$ cat src/rtl/cmp_pkg.sv
// Shared definitions for the windowed min/max comparator: the control states and
// the comparison-mode encodings used by the datapath and the comparator core.
package cmp_pkg;

   typedef enum logic [0:0] {
      ACCUM = 1'b0,
      HOLD  = 1'b1
   } state_t;

   localparam logic CMP_UNSIGNED = 1'b0;
   localparam logic CMP_SIGNED   = 1'b1;

endpackage : cmp_pkg

$ cat src/rtl/cmp_core.sv
// Combinational magnitude comparator: strict a<b and a>b, unsigned or two's-complement.
// Signed order is obtained by flipping both MSBs, which maps two's-complement onto offset binary.
module cmp_core
   import cmp_pkg::*;
#(
   parameter int WIDTH = 8
) (
   input  logic [WIDTH-1:0] a,
   input  logic [WIDTH-1:0] b,
   input  logic             signed_mode,
   output logic             lt,
   output logic             gt
);

   logic [WIDTH-1:0] bias;
   logic [WIDTH-1:0] a_biased;
   logic [WIDTH-1:0] b_biased;

   // Same width on both sides, so -2^(W-1) and 2^(W-1)-1 land on 0 and all-ones.
   assign bias     = {(signed_mode == CMP_SIGNED), {(WIDTH-1){1'b0}}};
   assign a_biased = a ^ bias;
   assign b_biased = b ^ bias;

   assign lt = (a_biased < b_biased);
   assign gt = (a_biased > b_biased);

endmodule : cmp_core

$ cat src/rtl/cmp_window_minmax.sv
// Collects COUNT samples per window and presents their min/max with first-occurrence indices.
// Define CMP_WINDOW_RANGE_EN to add the registered out_range = out_max - out_min output.
module cmp_window_minmax
   import cmp_pkg::*;
#(
   parameter  int WIDTH = 8,
   parameter  int COUNT = 4,
   localparam int IW    = $clog2(COUNT)
) (
   input  logic             clk,
   input  logic             rst,
   input  logic             in_valid,
   output logic             in_ready,
   input  logic [WIDTH-1:0] in_data,
   input  logic             signed_mode,
   output logic             out_valid,
   input  logic             out_ready,
   output logic [WIDTH-1:0] out_min,
   output logic [WIDTH-1:0] out_max,
   output logic [IW-1:0]    out_min_idx,
   output logic [IW-1:0]    out_max_idx,
   output logic             out_signed
`ifdef CMP_WINDOW_RANGE_EN
   ,
   output logic [WIDTH:0]   out_range
`endif
);

   // Control and running window state
   state_t           state_q,   state_d;
   logic [IW-1:0]    count_q,   count_d;
   logic [WIDTH-1:0] min_q,     min_d;
   logic [WIDTH-1:0] max_q,     max_d;
   logic [IW-1:0]    min_idx_q, min_idx_d;
   logic [IW-1:0]    max_idx_q, max_idx_d;
   logic             mode_q,    mode_d;

   // Result registers, loaded only when a window closes
   logic [WIDTH-1:0] res_min_q;
   logic [WIDTH-1:0] res_max_q;
   logic [IW-1:0]    res_min_idx_q;
   logic [IW-1:0]    res_max_idx_q;
   logic             res_signed_q;

   logic xfer;
   logic first;
   logic last;
   logic min_lt, min_gt;
   logic max_lt, max_gt;
   logic unused_cmp;

   cmp_core #(.WIDTH(WIDTH)) u_cmp_min (
      .a           (in_data),
      .b           (min_q),
      .signed_mode (mode_q),
      .lt          (min_lt),
      .gt          (min_gt)
   );

   cmp_core #(.WIDTH(WIDTH)) u_cmp_max (
      .a           (in_data),
      .b           (max_q),
      .signed_mode (mode_q),
      .lt          (max_lt),
      .gt          (max_gt)
   );

   assign unused_cmp = min_gt ^ max_lt;

   // in_ready drops combinationally with rst so nothing is taken while reset is held.
   assign in_ready  = (state_q == ACCUM) && !rst;
   assign out_valid = (state_q == HOLD);

   assign xfer  = (state_q == ACCUM) && in_valid;
   assign first = (count_q == '0);
   assign last  = xfer && (count_q == IW'(COUNT - 1));

   // NOTE: every always_comb output gets a default first, so no path can infer a latch.
   always_comb begin
      state_d   = state_q;
      count_d   = count_q;
      min_d     = min_q;
      max_d     = max_q;
      min_idx_d = min_idx_q;
      max_idx_d = max_idx_q;
      mode_d    = mode_q;

      if (xfer) begin
         count_d = last ? '0 : count_q + IW'(1);
         if (first) begin
            min_d     = in_data;
            max_d     = in_data;
            min_idx_d = '0;
            max_idx_d = '0;
            mode_d    = signed_mode;
         end else begin
            // Strict compares keep the earliest index on ties.
            if (min_lt) begin
               min_d     = in_data;
               min_idx_d = count_q;
            end
            if (max_gt) begin
               max_d     = in_data;
               max_idx_d = count_q;
            end
         end
      end

      case (state_q)
         ACCUM:   if (last)      state_d = HOLD;
         HOLD:    if (out_ready) state_d = ACCUM;
         default:                state_d = ACCUM;
      endcase
   end

   // NOTE: sequential state uses non-blocking assignments so all registers update together.
   always_ff @(posedge clk or posedge rst) begin
      if (rst) begin
         state_q   <= ACCUM;
         count_q   <= '0;
         min_q     <= '0;
         max_q     <= '0;
         min_idx_q <= '0;
         max_idx_q <= '0;
         mode_q    <= CMP_UNSIGNED;
      end else begin
         state_q   <= state_d;
         count_q   <= count_d;
         min_q     <= min_d;
         max_q     <= max_d;
         min_idx_q <= min_idx_d;
         max_idx_q <= max_idx_d;
         mode_q    <= mode_d;
      end
   end

   always_ff @(posedge clk or posedge rst) begin
      if (rst) begin
         res_min_q     <= '0;
         res_max_q     <= '0;
         res_min_idx_q <= '0;
         res_max_idx_q <= '0;
         res_signed_q  <= CMP_UNSIGNED;
      end else if (last) begin
         res_min_q     <= min_d;
         res_max_q     <= max_d;
         res_min_idx_q <= min_idx_d;
         res_max_idx_q <= max_idx_d;
         res_signed_q  <= mode_q;
      end
   end

   assign out_min     = res_min_q;
   assign out_max     = res_max_q;
   assign out_min_idx = res_min_idx_q;
   assign out_max_idx = res_max_idx_q;
   assign out_signed  = res_signed_q;

`ifdef CMP_WINDOW_RANGE_EN
   logic [WIDTH-1:0] range_bias;
   logic [WIDTH:0]   range_d;
   logic [WIDTH:0]   range_q;

   // Offset-binary difference is the true span in either mode and never negative.
   assign range_bias = {mode_q, {(WIDTH-1){1'b0}}};
   assign range_d    = {1'b0, max_d ^ range_bias} - {1'b0, min_d ^ range_bias};

   always_ff @(posedge clk or posedge rst) begin
      if (rst)       range_q <= '0;
      else if (last) range_q <= range_d;
   end

   assign out_range = range_q;
`endif

endmodule : cmp_window_minmax

$ cat config.mk
export PLATFORM = sky130hd
export DESIGN_NAME = cmp_window_minmax
export DESIGN_NICKNAME = d
export VERILOG_FILES = /design/src/rtl/cmp_pkg.sv /design/src/rtl/cmp_core.sv /design/src/rtl/cmp_window_minmax.sv
export SDC_FILE = /design/constraint.sdc
export NUM_CORES = 1
export LEC_CHECK = 0
export BUFFER_PORTS_ARGS = -buffer_cell sky130_fd_sc_hd__buf_2
export CORE_UTILIZATION = 40
export DETAILED_ROUTE_END_ITERATION = 16
export GPL_TIMING_DRIVEN = 0
export PLACE_DENSITY_LB_ADDON = 0.08
export RECOVER_POWER = 100
export SYNTH_ARGS = -nofsm -noshare
export SYNTH_HDL_FRONTEND = slang
export SYNTH_SLANG_ARGS = --single-unit
$ cat constraint.sdc
create_clock -name clk -period 4.5 [get_ports clk]
set_clock_uncertainty 0.2 [all_clocks]
set_input_delay 0.9 -clock clk [delete_from_list [all_inputs] [get_ports clk]]
set_output_delay 0.9 -clock clk [all_outputs]
set_load 0.1 [all_outputs]
==> results.txt, run 1 <==
----------------------------------------------------
[Placement]
  Post-detailed-placement half-perimeter wirelength ... ~3200 um
  Post-placement setup slack ... between 1000 and 1500 ps
  Port bufs ... 35
  Final GP Congestion ... 0.748

[CTS]
  Source-to-sink clock delay at the later pin of the worst-skew pair ... 300 ps
  CTS Root Cell ... clkbuf_8
  TritonCTS Buffers ... 5
  TritonCTS clock tree ... done
  Number of gates resized after cts ... 0
  Setup repair bufs after CTS ... 0
  Hold buffer count at CTS ... 0
  Clock slew at the register clock pins of the worst setup and hold paths ... 80 ps
  Clk sink count ... 45
  Max H-tree Level ... 2
  Clk buf depth ... 2

[Global route]
  Congestion Overflow GR ... 0
  Maximum number of pins on one net before global-route repair ... 24
  Number of antenna violations at the first check in global routing ... 0
  Vias in the first global route ... 1538
  First-pass GRT wire length ... approximately 7600 um
  Global router's overall resource usage ... 16.6%

[Floorplanning]
  Starting density of the core ... 41.5%
  Die Y ... 77.3 um
  Die outline area ... 5980 um^2
  Area of the core ... about 5500 um^2
  Horizontal die dimension ... 77.3 um
  FP Rows ... 27
  Boundary Pins ... 36

[Route]
  Detailed router's first-iteration violation count ... 38
  Detailed-route DRC error count ... 0
  Wire length per cell ... roughly 14 um
  Post-detailed-route via-to-cell ratio ... 4.93
  Number of nets with antenna violations after routing ... 0
  Drt pass-1 iters ... 4
  Post-detailed-routing wire length ... roughly 4500 um
  Number of vias after detailed routing ... approximately 1600

[Yosys]
  Synth Area per Inst ... 11.3 um^2
  Share of synthesized registers carrying an async set or reset ... 100%
  Sequential area share after synthesis ... slightly below 50%
  Net count of the mapped netlist ... between 200 and 250
  Unique cell type count in the Yosys netlist ... 30
  Synth Flop Type ... dfrtp_1
  Post-Synthesis Cells ... 201
  Number of synthesized register bits ... 45
  EDFF count, synth ... 0
  Post-synth design cell area ... 2270 um^2
  Synth warn ... 0

[Cells and area]
  Nets@finish ... 274
  Multi-input gate area in the final layout ... approximately 1000 um^2
  Sequential cell area ... 1130 um^2
  Most frequent cells in the layout ... 45 x dfrtp_1, 30 x clkbuf_1, 22 x mux2_2
  Syn-to-layout area delta ... 14.4%
  Fill cell count ... ~580
  Final core utilization ... 47.4%
  Commonest non-fill, non-tap cell in the layout ... dfrtp_1
  Antenna diode count ... 0
  Layout cells sized above 1 ... 17.1%

[STA]
  Final-layout worst hold slack ... 290 ps
  Number of hold violations in the final report ... 0
  Top achievable clock speed ... about 0.28 GHz
  Final Setup Violations ... 0
  Headroom to the max-slew limit ... about 15%
  Slew at the pin with the worst max-slew slack ... 1270 ps
  Unrepaired setup endpoints after global routing ... false
  Period utilization ... 80.0%
  Period minus WS final ... 3600 ps
  Final setup slack of the worst path ... about 900 ps
  Pins over their slew limit ... 0
  Setup Total Neg Slack ... 0 ps

[Setup path]
  Critical path arrival ... approximately 3600 ps
  Slowest cell on the critical path ... nor2_1
  Sort of element at the start of the critical path ... input port
  Required arrival time at the worst endpoint ... around 4500 ps
  Type of element capturing the critical path ... flop
  Maximum cell stage delay along the critical path ... 610 ps
  Critical path type ... in2reg
  Worst-path fanout max ... 9
  Cell Chain, Critical Path ... clkbuf_1, ha_1, a211oi_1, o21a_1, o21ai_0, nor2b_1, buf_4, nor2_1, mux2_2

[Run]
  Number of violations of the max-capacitance limit ... 0

[Worst hold path]
  Min-delay worst type ... reg2reg

[Outcome]
  Result of the run ... finished clean

----------------------------------------------------
[final cells by class]
cell class,instances,share of cell area (%)
plain buffers,5,0.867
flip-flops and latches,45,43.4
repair buffers,36,5.69
well taps,72,3.47
clock inverters,1,0.193
inverters,17,2.46
multi-input cells,134,40.2
clock buffers,7,3.71
[per-layer routing]
layer  GRT usage (%)  vias to the layer above  part of all wire, %
met5               0                        -                    0
li1                -                      787                    -
met1            23.2                      744                   50
met4            4.53                        0                  1.2
met3            4.76                        5                  4.5
met2            24.9                       26                   44
[state kept, by name, indices dropped and copies added, names as in the netlist]
name,cells
max_q,8
min_q,8
out_max,8
out_min,8
count_q,2
max_idx_q,2
min_idx_q,2
out_max_idx,2
out_min_idx,2
mode_q,1
out_signed,1
out_valid,1
[final timing paths]
path	start	endpoint	slack, ps	cells past startpoint
worst max register to register	mode_q	min_q[1]	1270	8
worst max-delay path	in_data[3]	min_q[1]	900	9
worst min register to register	out_min_idx[0]	out_min_idx[0]	290	2
worst min-delay path	out_min_idx[0]	out_min_idx[0]	290	2
min in group asynchronous	rst	min_idx_q[1]	610	2
max in group asynchronous	rst	min_q[3]	1830	3
[synthesized netlist by cell type, types with 2 or more instances]
cell type	number	share of area [%]
nor2_1	12	2.0
mux2i_1	12	5.3
nand2_1	19	3.1
xnor2_1	2	0.77
o21ai_0	11	2.4
o21a_1	2	0.66
nand4_1	2	0.55
inv_1	17	2.8
nor2b_1	2	0.55
a21oi_1	14	3.1
ha_1	17	9.4
mux2_2	25	12
o211ai_1	2	0.66
or3_1	2	0.55
clkbuf_1	3	0.50
dfrtp_1	45	50
[through the flow]
stage,cells,cell area [um^2]
finish,317,2600
global route,317,2600
CTS,317,2660
detailed placement,309,2560
global placement,308,2530
floorplan,201,2270
[critical path: cells and delay by family]
kind            cells  cell delay (ps)
simple gates        2              870
compound gates      3              700
buf+inv             2              420
mux                 1              410
fa+ha+maj           1              290
[cell families (layout without fill, tap and decap cells)]
group                      Yosys count  count (layout)  synth area share, %
adders and majority gates           17              17                 9.37
muxes                               37              37                 17.7
buffers and inverters               22              66                 3.86
DFF                                 45              45                 49.6
xor gates and xnor gates             3               3                 1.16
and+or+nand+nor                     41              41                 8.21
AOI/OAI and AO/OA                   36              36                 10.1
Power of run 1 is not shown: default switching activity piles up to over one toggle a cycle in this logic, so the estimate is an artifact.
==> run 2: changes to the inputs <==
==> constraint.sdc (replaced) <==
create_clock -name clk -period 3 [get_ports clk]
set_clock_uncertainty 0.2 [all_clocks]
set_input_delay 0.6 -clock clk [delete_from_list [all_inputs] [get_ports clk]]
set_output_delay 0.6 -clock clk [all_outputs]
set_load 0.1 [all_outputs]
==> run 2 against run 1 <==
Compared with the run above: sequential share of layout area down 0.52 points; via count increased by 0.45%; design area rose by 1.2%; core utilization grew 0.57 points; critical endpoint unchanged; worst setup slack worse by 660 ps; cell count increased by 0.32%; register-to-register slack got worse by 1000 ps; non-clock buffer count rose by 1; critical path depth unchanged; count of clock-buffer cells in the layout stayed put.
==> results.txt, run 2 (synthesized netlist as in run 1, its figures left out) <==
----------------------------------------------------
[Setup path]
  Required arrival time at the worst endpoint ... 2990 ps (-1500 ps)
  Worst-path fanout max ... 9 (unchanged)
  Slowest cell on the critical path ... mux2_2
  Critical path arrival ... 2750 ps (-840 ps)
  Maximum cell stage delay along the critical path ... 370 ps (-240 ps)
  Sort of element at the start of the critical path ... input port
  Critical path type ... in2reg
  Cell Chain, Critical Path ... buf_2, ha_1, a211oi_1, o21a_1, o21ai_2, nor2b_1, clkbuf_2, nor2_4, mux2_2
  Type of element capturing the critical path ... flop

[Floorplanning]
  Area of the core ... 5470 um^2 (unchanged)
  Horizontal die dimension ... 77.3 um (unchanged)
  Boundary Pins ... 36 (unchanged)
  Die outline area ... 5980 um^2 (unchanged)
  Starting density of the core ... 41.5% (unchanged)
  Die Y ... 77.3 um (unchanged)
  FP Rows ... 27 (unchanged)

[Cells and area]
  Syn-to-layout area delta ... 15.8%
  Most frequent cells in the layout ... 45 x dfrtp_1, 28 x clkbuf_1, 24 x mux2_2
  Antenna diode count ... 0 (unchanged)
  Commonest non-fill, non-tap cell in the layout ... dfrtp_1
  Nets@finish ... 275 (+0.36%)
  Layout cells sized above 1 ... 19.9% (+2.8 points)

[CTS]
  Clk buf depth ... 2 (unchanged)
  CTS Root Cell ... clkbuf_8
  Number of gates resized after cts ... 0 (unchanged)
  Source-to-sink clock delay at the later pin of the worst-skew pair ... 300 ps (about the same)
  TritonCTS Buffers ... 5 (unchanged)
  TritonCTS clock tree ... done
  Clock slew at the register clock pins of the worst setup and hold paths ... 80 ps (about the same)
  Max H-tree Level ... 2 (unchanged)
  Setup repair bufs after CTS ... 0 (unchanged)
  Clk sink count ... 45 (unchanged)
  Hold buffer count at CTS ... 0 (unchanged)

[STA]
  Unrepaired setup endpoints after global routing ... false
  Period utilization ... 92.1%
  Pins over their slew limit ... 0 (unchanged)
  Number of hold violations in the final report ... 0 (unchanged)
  Slew at the pin with the worst max-slew slack ... 1250 ps (-27.1 ps)
  Top achievable clock speed ... around 0.36 GHz
  Period minus WS final ... 2760 ps
  Headroom to the max-slew limit ... 16.8% (+1.8 points)
  Final Setup Violations ... 0 (unchanged)
  Final setup slack of the worst path ... 238 ps (-660 ps)

[Global route]
  Number of antenna violations at the first check in global routing ... 0 (unchanged)
  First-pass GRT wire length ... 7610 um (unchanged)
  Vias in the first global route ... 1538 (unchanged)
  Maximum number of pins on one net before global-route repair ... 24 (unchanged)
  Global router's overall resource usage ... 16.6% (unchanged)
  Congestion Overflow GR ... 0 (unchanged)

[Placement]
  Post-placement setup slack ... -115 ps (-1200 ps)
  Final GP Congestion ... 0.748 (unchanged)
  Port bufs ... 35 (unchanged)
  Post-detailed-placement half-perimeter wirelength ... 3230 um (unchanged)

[Route]
  Post-detailed-routing wire length ... 4500 um (-0.31%)
  Post-detailed-route via-to-cell ratio ... 4.93 (+0.13%)
  Number of nets with antenna violations after routing ... 0 (unchanged)
  Wire length per cell ... 14.1 um (-0.62%)
  Number of vias after detailed routing ... 1569 (+0.45%)
  Detailed-route DRC error count ... 0 (unchanged)
  Detailed router's first-iteration violation count ... 40 (+5.3%)
  Drt pass-1 iters ... 4 (unchanged)

[Worst hold path]
  Min-delay worst type ... in2reg

[Outcome]
  Result of the run ... finished clean

[Run]
  Number of violations of the max-capacitance limit ... 0 (unchanged)

----------------------------------------------------
==> run 2: cell types whose count changed in the layout (fill, tap and decap cells not counted) <==
cell / before / now
buf_12: 0 / 1
buf_2: 10 / 12
buf_4: 1 / 0
clkbuf_1: 30 / 28
clkbuf_2: 0 / 1
mux2_1: 3 / 1
mux2_2: 22 / 24
nor2_1: 13 / 12
nor2_4: 0 / 1
o21ai_0: 12 / 11
o21ai_2: 0 / 1
==> run 2: layout make-up <==
cell class / instances / area (um^2)
fillers: 581 / 2850
flip-flops and latches: 45 / 1130
clock buffers: 7 / 96.3
well taps: 72 / 90.1
clock inverters: 1 / 5.00
plain buffers: 5 / 20.0
multi-input cells: 134 / 1060
repair buffers: 37 / 170
inverters: 17 / 63.8
==> run 2: routing by layer <==
metal  wire [um]  GRT usage (%)
met1        2250           23.2
met2        2000           24.9
met3         200           4.76
met4          50           4.53
met5           0              0
==> run 2: path summary, 6_finish.rpt <==
kind	startpoint	end	slack, ps	depth (start not counted)
setup / recovery	in_data[3]	min_q[1]	240	9
hold / removal	out_ready	out_valid	270	2
setup reg to reg	mode_q	out_max[6]	240	8
hold reg to reg	out_min_idx[0]	out_min_idx[0]	290	2
max in group asynchronous	rst	max_q[4]	670	3
min in group asynchronous	rst	min_idx_q[1]	310	2
==> run 2: through the flow <==
| step | util (%) | hold WS (ps) | area, um^2 | std cells | TNS, ps |
|---|---|---|---|---|---|
| after floorplan | - | 250 | 2270 | 201 | 0 |
| after global placement | 46.3 | 256 | 2530 | 308 | -997 |
| after detailed placement | 46.8 | 267 | 2560 | 309 | -880 |
| after CTS | 48.7 | 172 | 2660 | 317 | 0 |
| after global routing | 48.0 | 267 | 2630 | 318 | 0 |
| final | 48.0 | 271 | 2630 | 318 | 0 |
==> run 2: critical path, delay by kind of cell <==
family                     cells  cell delay (ps)
AOI/OAI and AO/OA              3              550
adders and majority gates      1              310
buffers and inverters          2              430
muxes                          1              370
and+or+nand+nor                2              480
Power of run 2 is left out for the same reason.
